File: config.mk
export PLATFORM = sky130hd
export DESIGN_NAME = serial_add_ctrl
export DESIGN_NICKNAME = d
export VERILOG_FILES = /design/src/rtl/serial_add_ctrl.sv
export SDC_FILE = /design/constraint.sdc
export NUM_CORES = 1
export LEC_CHECK = 0
export ABC_AREA = 1
export CAP_MARGIN = 0
export CORE_MARGIN = 4
export CORE_UTILIZATION = 52
export CTS_CLUSTER_SIZE = 16
export DETAILED_ROUTE_END_ITERATION = 16
export PLACE_DENSITY_LB_ADDON = 0.08
export RECOVER_POWER = 25
export SLEW_MARGIN = 40
export SYNTH_ARGS = -nofsm -noshare
export SYNTH_HDL_FRONTEND = slang
export SYNTH_SLANG_ARGS = --single-unit
File: constraint.sdc
create_clock -name clk -period 1.6 [get_ports clk]
set_input_delay 0.32 -clock clk [delete_from_list [all_inputs] [get_ports clk]]
set_output_delay 0.32 -clock clk [all_outputs]
set_load 0.1 [all_outputs]
File: src/rtl/serial_add_ctrl.sv
`default_nettype none
// ============================================================================
// Module   : serial_add_ctrl
// Purpose  : Bit-serial add/subtract sequencer. One shared 1-bit adder slice
//            processes two WIDTH-bit operands LSB-first, one bit per clock.
// Revision : 1.0 - initial release
// ============================================================================
module serial_add_ctrl #(
    parameter int WIDTH = 8
) (
    input  logic             clk,
    input  logic             rst_n,
    input  logic             start,
    input  logic             sub,
    input  logic [WIDTH-1:0] a,
    input  logic [WIDTH-1:0] b,
    output logic             busy,
    output logic             done,
    output logic [WIDTH-1:0] sum,
    output logic             cout,
    output logic             overflow
);

    localparam int                 c_CNT_W = (WIDTH > 1) ? $clog2(WIDTH) : 1;
    localparam logic [c_CNT_W-1:0] c_LAST  = c_CNT_W'(WIDTH - 1);

    typedef enum logic [1:0] {
        S_IDLE = 2'd0,
        S_RUN  = 2'd1,
        S_DONE = 2'd2
    } state_t;

    state_t             r_state;
    state_t             w_state_next;
    logic               w_accept;
    logic               w_last;

    logic [WIDTH-1:0]   r_ra;
    logic [WIDTH-1:0]   r_rb;
    logic [WIDTH-1:0]   r_acc;
    logic               r_carry;
    logic [c_CNT_W-1:0] r_cnt;
    logic               r_a_msb;
    logic               r_b_msb;
    logic [WIDTH-1:0]   r_sum;
    logic               r_cout;
    logic               r_overflow;

    // Shared bit slice: two half adders with OR-combined carries
    logic               w_s1;
    logic               w_c1;
    logic               w_s;
    logic               w_c2;
    logic               w_carry_next;
    logic [WIDTH-1:0]   w_acc_next;

    assign w_s1         = r_ra[0] ^ r_rb[0];
    assign w_c1         = r_ra[0] & r_rb[0];
    assign w_s          = w_s1 ^ r_carry;
    assign w_c2         = w_s1 & r_carry;
    assign w_carry_next = w_c1 | w_c2;
    assign w_acc_next   = {w_s, r_acc[WIDTH-1:1]};

    always_ff @(posedge clk) begin
        if (!rst_n) begin
            r_state <= S_IDLE;
        end else begin
            r_state <= w_state_next;
        end
    end

    always_comb begin
        w_state_next = r_state;
        busy         = 1'b0;
        done         = 1'b0;
        w_accept     = 1'b0;
        w_last       = 1'b0;
        case (r_state)
            S_IDLE: begin
                if (start) begin
                    w_accept     = 1'b1;
                    w_state_next = S_RUN;
                end
            end
            S_RUN: begin
                busy = 1'b1;
                if (r_cnt == c_LAST) begin
                    w_last       = 1'b1;
                    w_state_next = S_DONE;
                end
            end
            S_DONE: begin
                done         = 1'b1;
                w_state_next = S_IDLE;
            end
            default: w_state_next = S_IDLE;
        endcase
    end

    always_ff @(posedge clk) begin
        if (!rst_n) begin
            r_ra       <= '0;
            r_rb       <= '0;
            r_acc      <= '0;
            r_carry    <= 1'b0;
            r_cnt      <= '0;
            r_a_msb    <= 1'b0;
            r_b_msb    <= 1'b0;
            r_sum      <= '0;
            r_cout     <= 1'b0;
            r_overflow <= 1'b0;
        end else if (w_accept) begin
            // Subtraction is a + ~b + 1: invert b here and seed the carry
            r_ra    <= a;
            r_rb    <= sub ? ~b : b;
            r_carry <= sub;
            r_cnt   <= '0;
            r_a_msb <= a[WIDTH-1];
            r_b_msb <= sub ? ~b[WIDTH-1] : b[WIDTH-1];
        end else if (r_state == S_RUN) begin
            r_ra    <= {1'b0, r_ra[WIDTH-1:1]};
            r_rb    <= {1'b0, r_rb[WIDTH-1:1]};
            r_acc   <= w_acc_next;
            r_carry <= w_carry_next;
            r_cnt   <= r_cnt + c_CNT_W'(1);
            if (w_last) begin
                r_sum      <= w_acc_next;
                r_cout     <= w_carry_next;
                r_overflow <= (r_a_msb == r_b_msb) && (w_s != r_a_msb);
            end
        end
    end

    assign sum      = r_sum;
    assign cout     = r_cout;
    assign overflow = r_overflow;

endmodule
`default_nettype wire

; Word-level counts from Yosys, hierarchy flattened
; Index checks and enable logic that the tools add are counted.
[op_classes]
n_reduce_logical = 7
addsub = 1
n_eq_ne = 7
n_mux = 17
bitwise_logic = 9
[ops]
columns = op, n
row1 = $mux 8, 5
row2 = $mux 1, 9
row3 = $not 8->8, 1
row4 = $mux 2, 2
row5 = $ne 2x2->1 const B, 2
row6 = $pmux 2 s2, 1
row7 = $reduce_and 2->1, 2
row8 = $add 3x1->3 const B, 1
row9 = $eq 3x3->1 const B, 1
row10 = $not 1->1, 3
row11 = $reduce_and 3->1, 1
row12 = $and 1x1->1, 2
row13 = $eq 2x1->1 const B, 1
row14 = $eq 2x2->1 const B, 1
row15 = $logic_not 2->1, 1
row16 = $reduce_bool 2->1, 1
row17 = $reduce_or 2->1, 1
row18 = $xor 1x1->1, 2
row19 = $eq 1x1->1, 1
row20 = $logic_and 1x1->1, 1
row21 = $ne 1x1->1, 1
row22 = $or 1x1->1, 1
[word_totals]
reg_bits = 42
inputBits = 20
elab_cells = 52

; Longest topological paths before layout
[depth]
word_depth = 5
ltp_mapped = 8

; Least setup slack after synthesis
; No wires, ideal clock.
[synth_path]
path_type = flip-flop to output port
start = register r_state[1]
end = output done
path_buffers = 0
t_required_ns = 1.280
stages_incl_launch_ff = 3
setup_slack_ns = -0.499
t_arrival_ns = 1.779
path_cell_list = dfxtp_1 -> inv_2 -> nor2_1
[synth_between]
elab_chain_cells = 2
[synth_rtl]
columns = item, line
row1 = from (decl), 33  ; state_t r_state;
row2 = from (signal assigned), 68  ; r_state <= w_state_next;
row3 = $eq 2x2->1, 78  ; case (r_state)
row4 = $mux 1, 78
row5 = to (decl), 18  ; output logic done,
; Every way passes these cells.

; Worst setup path in the final report
[layout_path]
start = register r_state[0]
end = output busy
[layout_between]
elab_chain_cells = 2
[layout_rtl]
columns = item, line
row1 = $eq 2x1->1, 78
row2 = $mux 1, 78
row3 = to (decl), 17  ; output logic busy,
; Every way passes these cells.

==> tab_implementation.tex <==
\begin{tabular}{lr}
\hline
Metric & Value \\
\hline
\multicolumn{2}{l}{\textbf{Outcome}} \\
Outcome & complete, no violations \\
\multicolumn{2}{l}{\textbf{Timing}} \\
Post-route clock period utilization & about 95\% \\
Slew margin rel. & a little over three fifths \\
Number of endpoints failing setup at the final stage & 0 \\
Aggregate negative setup slack & 0 ns \\
Setup repair after global routing missed its margin & no \\
Worst hold margin & between 0.4 and 0.5 ns \\
Post-Route Skew & 0.00503 ns \\
Minimum clock period & roughly 1.5 ns \\
Fmax & about 0.66 GHz \\
Final max-slew violation count & 0 \\
Actual transition at the worst max-transition pin & approximately 0.56 ns \\
Final hold violation count & 0 \\
\multicolumn{2}{l}{\textbf{Power}} \\
Peak supply drop & 0.000704 V \\
Areal power density over the cells & roughly 900 nW/um\^{}2 \\
Leakage component of the power & about 1.2 nW \\
\multicolumn{2}{l}{\textbf{GRT}} \\
Initial antenna violation count & 0 \\
Largest net degree at the start of global routing & 26 \\
Overall track demand over capacity in global routing & slightly above 20\% \\
Total overflow reported by the global router & 0 \\
Via count of the first global-routing pass & approximately 1600 \\
First-pass GRT wire length & $\sim$7000 um \\
\multicolumn{2}{l}{\textbf{Placement}} \\
Total half-perimeter wirelength after legalization and detailed placement & around 3000 um \\
Gp weighted congestion & a little over 0.8 \\
Number of buffers added on ports & 31 \\
\multicolumn{2}{l}{\textbf{Final layout}} \\
Final Net Count & around 330 \\
Proportion of layout cells with a drive suffix above 1 & approximately 16\% \\
Diode insertion count for antenna repair & 0 \\
Area Overhead vs Synth & 20.9\% \\
\multicolumn{2}{l}{\textbf{Floorplan}} \\
Row count & 21 \\
Vertical die dimension & 68.9 um \\
Core Region & 3470 um\^{}2 \\
Boundary pin count & 32 \\
Area of the die & 4750 um\^{}2 \\
Effective utilization at floorplan & 55.6\% \\
Horiz. Die Dim & between 60 and 70 um \\
\multicolumn{2}{l}{\textbf{Routing}} \\
Vias after detailed routing & 1755 \\
Initial DRC Count & approximately 150 \\
Routed wire length & approximately 4200 um \\
DRT Pass-1 Iters & 4 \\
\# DRC & 0 \\
DR WL/cell & roughly 12 um \\
DRT antenna net count & 0 \\
Vias per inst & 5.01 \\
\multicolumn{2}{l}{\textbf{Synth}} \\
Mean instance size in the synthesized netlist & $\sim$7.1 um\^{}2 \\
Synth Warn \# & 0 \\
Seq/Total Area, Yosys & a little over two fifths \\
Number of nets in the synthesized netlist & around 290 \\
Cell count after synthesis & between 200 and 300 \\
Cell variety after synth & 29 \\
Number of register bits inferred by synthesis & 41 \\
Post-synth design cell area & slightly below 2000 um\^{}2 \\
\multicolumn{2}{l}{\textbf{CTS}} \\
Maximum buffer depth of the clock tree & 2 \\
Cts bufs inserted & 5 \\
Clock tree root driver cell & clkbuf\_8 \\
Clock tree from TritonCTS & built \\
Clock input transition at the sequential cells of the worst setup and hold paths & $\sim$0.070 ns \\
\# H-tree levels & 2 \\
Total number of clock tree sinks & approximately 40 \\
Clock network latency to the later pin of the worst-skew pair & between 0.2 and 0.3 ns \\
\multicolumn{2}{l}{\textbf{Run}} \\
Max\_cap viols & 0 \\
\multicolumn{2}{l}{\textbf{Setup path}} \\
Worst Path Required & approximately 1.3 ns \\
Worst Setup End Kind & output port \\
CP Data Arrival Time & roughly 1.2 ns \\
Type of the setup path with the least slack & register to output port \\
Reg2Reg Depth & 5 \\
Highest fanout seen on the critical path & 5 \\
Startpoint types & register \\
\multicolumn{2}{l}{\textbf{Min path}} \\
Min-Delay Path Depth & 2 \\
Class of the worst hold path & register to register \\
\hline
\end{tabular}
## kinds of logic (layout without fill, tap and decap cells)
kind of cell,count (synthesis),count (layout),synth area share (%)
buf+inv,47,81,11.0
compound gates,29,29,8.30
fa+ha+maj,3,3,2.33
xor+xnor,1,1,0.454
simple gates,149,149,35.4
flops,41,41,42.5
## cells in the final DEF, fill, tap and decap left out, drive strengths merged, types with 2 or more instances in the layout
cell           count
a211oi             2
a21oi              8
buf                9
clkbuf            16
clkdlybuf4s50     19
dfxtp             41
ha                 2
inv               36
nand2             68
nand3             36
nor2              44
o21ai             17
## cell usage after synthesis (all sizes together)
master,number,area (um^2)
nand2,68,275
nor2,44,221
dfxtp,41,821
inv,36,138
nand3,36,180
o21ai,17,85.1
a21oi,8,40.0
buf,8,62.6
clkbuf,3,11.3
a211oi,2,20.0
ha,2,25.0
fa,1,20.0
nand4,1,6.26
o211ai,1,7.51
o21bai,1,7.51
xor2,1,8.76
## worst max-delay path, cell delays in order (launching register included)
cell     delay (ns)
dfxtp_2        0.46
inv_2          0.07
nor2_4         0.18
buf_12         0.20
## power by group
| part | leakage, nW | switching (mW) | total, mW | internal [mW] |
|---|---|---|---|---|
| clock | 0.0399 | 0.340 | 0.628 | 0.287 |
| combinational | 0.817 | 0.209 | 0.364 | 0.154 |
| sequential | 0.336 | 0.0440 | 1.12 | 1.08 |
| total | 1.19 | 0.594 | 2.11 | 1.52 |
## per-layer routing
metal / routed length (um) / GRT usage [%] / vias to the layer above / share of wire [%]
li1: - / - / 912 / -
met1: 1930 / 25.7 / 794 / 46
met2: 1970 / 32.9 / 40 / 46
met3: 264 / 6.97 / 9 / 6.2
met4: 76 / 7.30 / 0 / 1.8
met5: 0 / 0 / - / 0
## worst paths after layout
kind,start,end,slack (ns)
max reg2reg,r_state[1],r_cnt[0],0.13
min reg2reg,r_cnt[1],r_cnt[1],0.48
min,r_cnt[1],r_cnt[1],0.48
max,r_state[0],busy,0.09
## final cells by class
class | instances | area, um^2
sequential | 41 | 822
timing repair buffer | 39 | 337
clock inverter | 1 | 5.00
tap | 46 | 57.6
inverter | 36 | 138
fill | 322 | 1140
clock buffer | 5 | 68.8
multi-input combinational | 182 | 905
## flip-flops by register name, summed over array words and instances, names as in the netlist
signal,count
cout,1
r_ra,8
r_carry,1
r_rb,8
r_cnt,3
sum,8
r_state,2
r_a_msb,1
r_acc,7
r_b_msb,1
overflow,1
## per-stage QoR
step / cells / util, % / area, um^2 / power (mW) / setup WS [ns]
finish: 350 / 67.2 / 2330 / 2.11 / 0.0874
global route: 350 / 67.2 / 2330 / 2.21 / 0.00364
CTS: 349 / 71.5 / 2480 / 2.12 / 0.00811
detailed placement: 343 / 69.3 / 2400 / 1.51 / -0.00187
global placement: 343 / 69.3 / 2400 / 1.50 / 0.0291
floorplan: 270 / - / 1940 / 1.39 / 0.268
## repair_timing
item                       4_1_cts  5_1_grt
pin swaps                        0        1
hold buffers                     0        0
setup endpoints to repair        1        1
buffers inserted                 0        1
gates resized for setup          1        0
(Power assumes the default switching activity.)
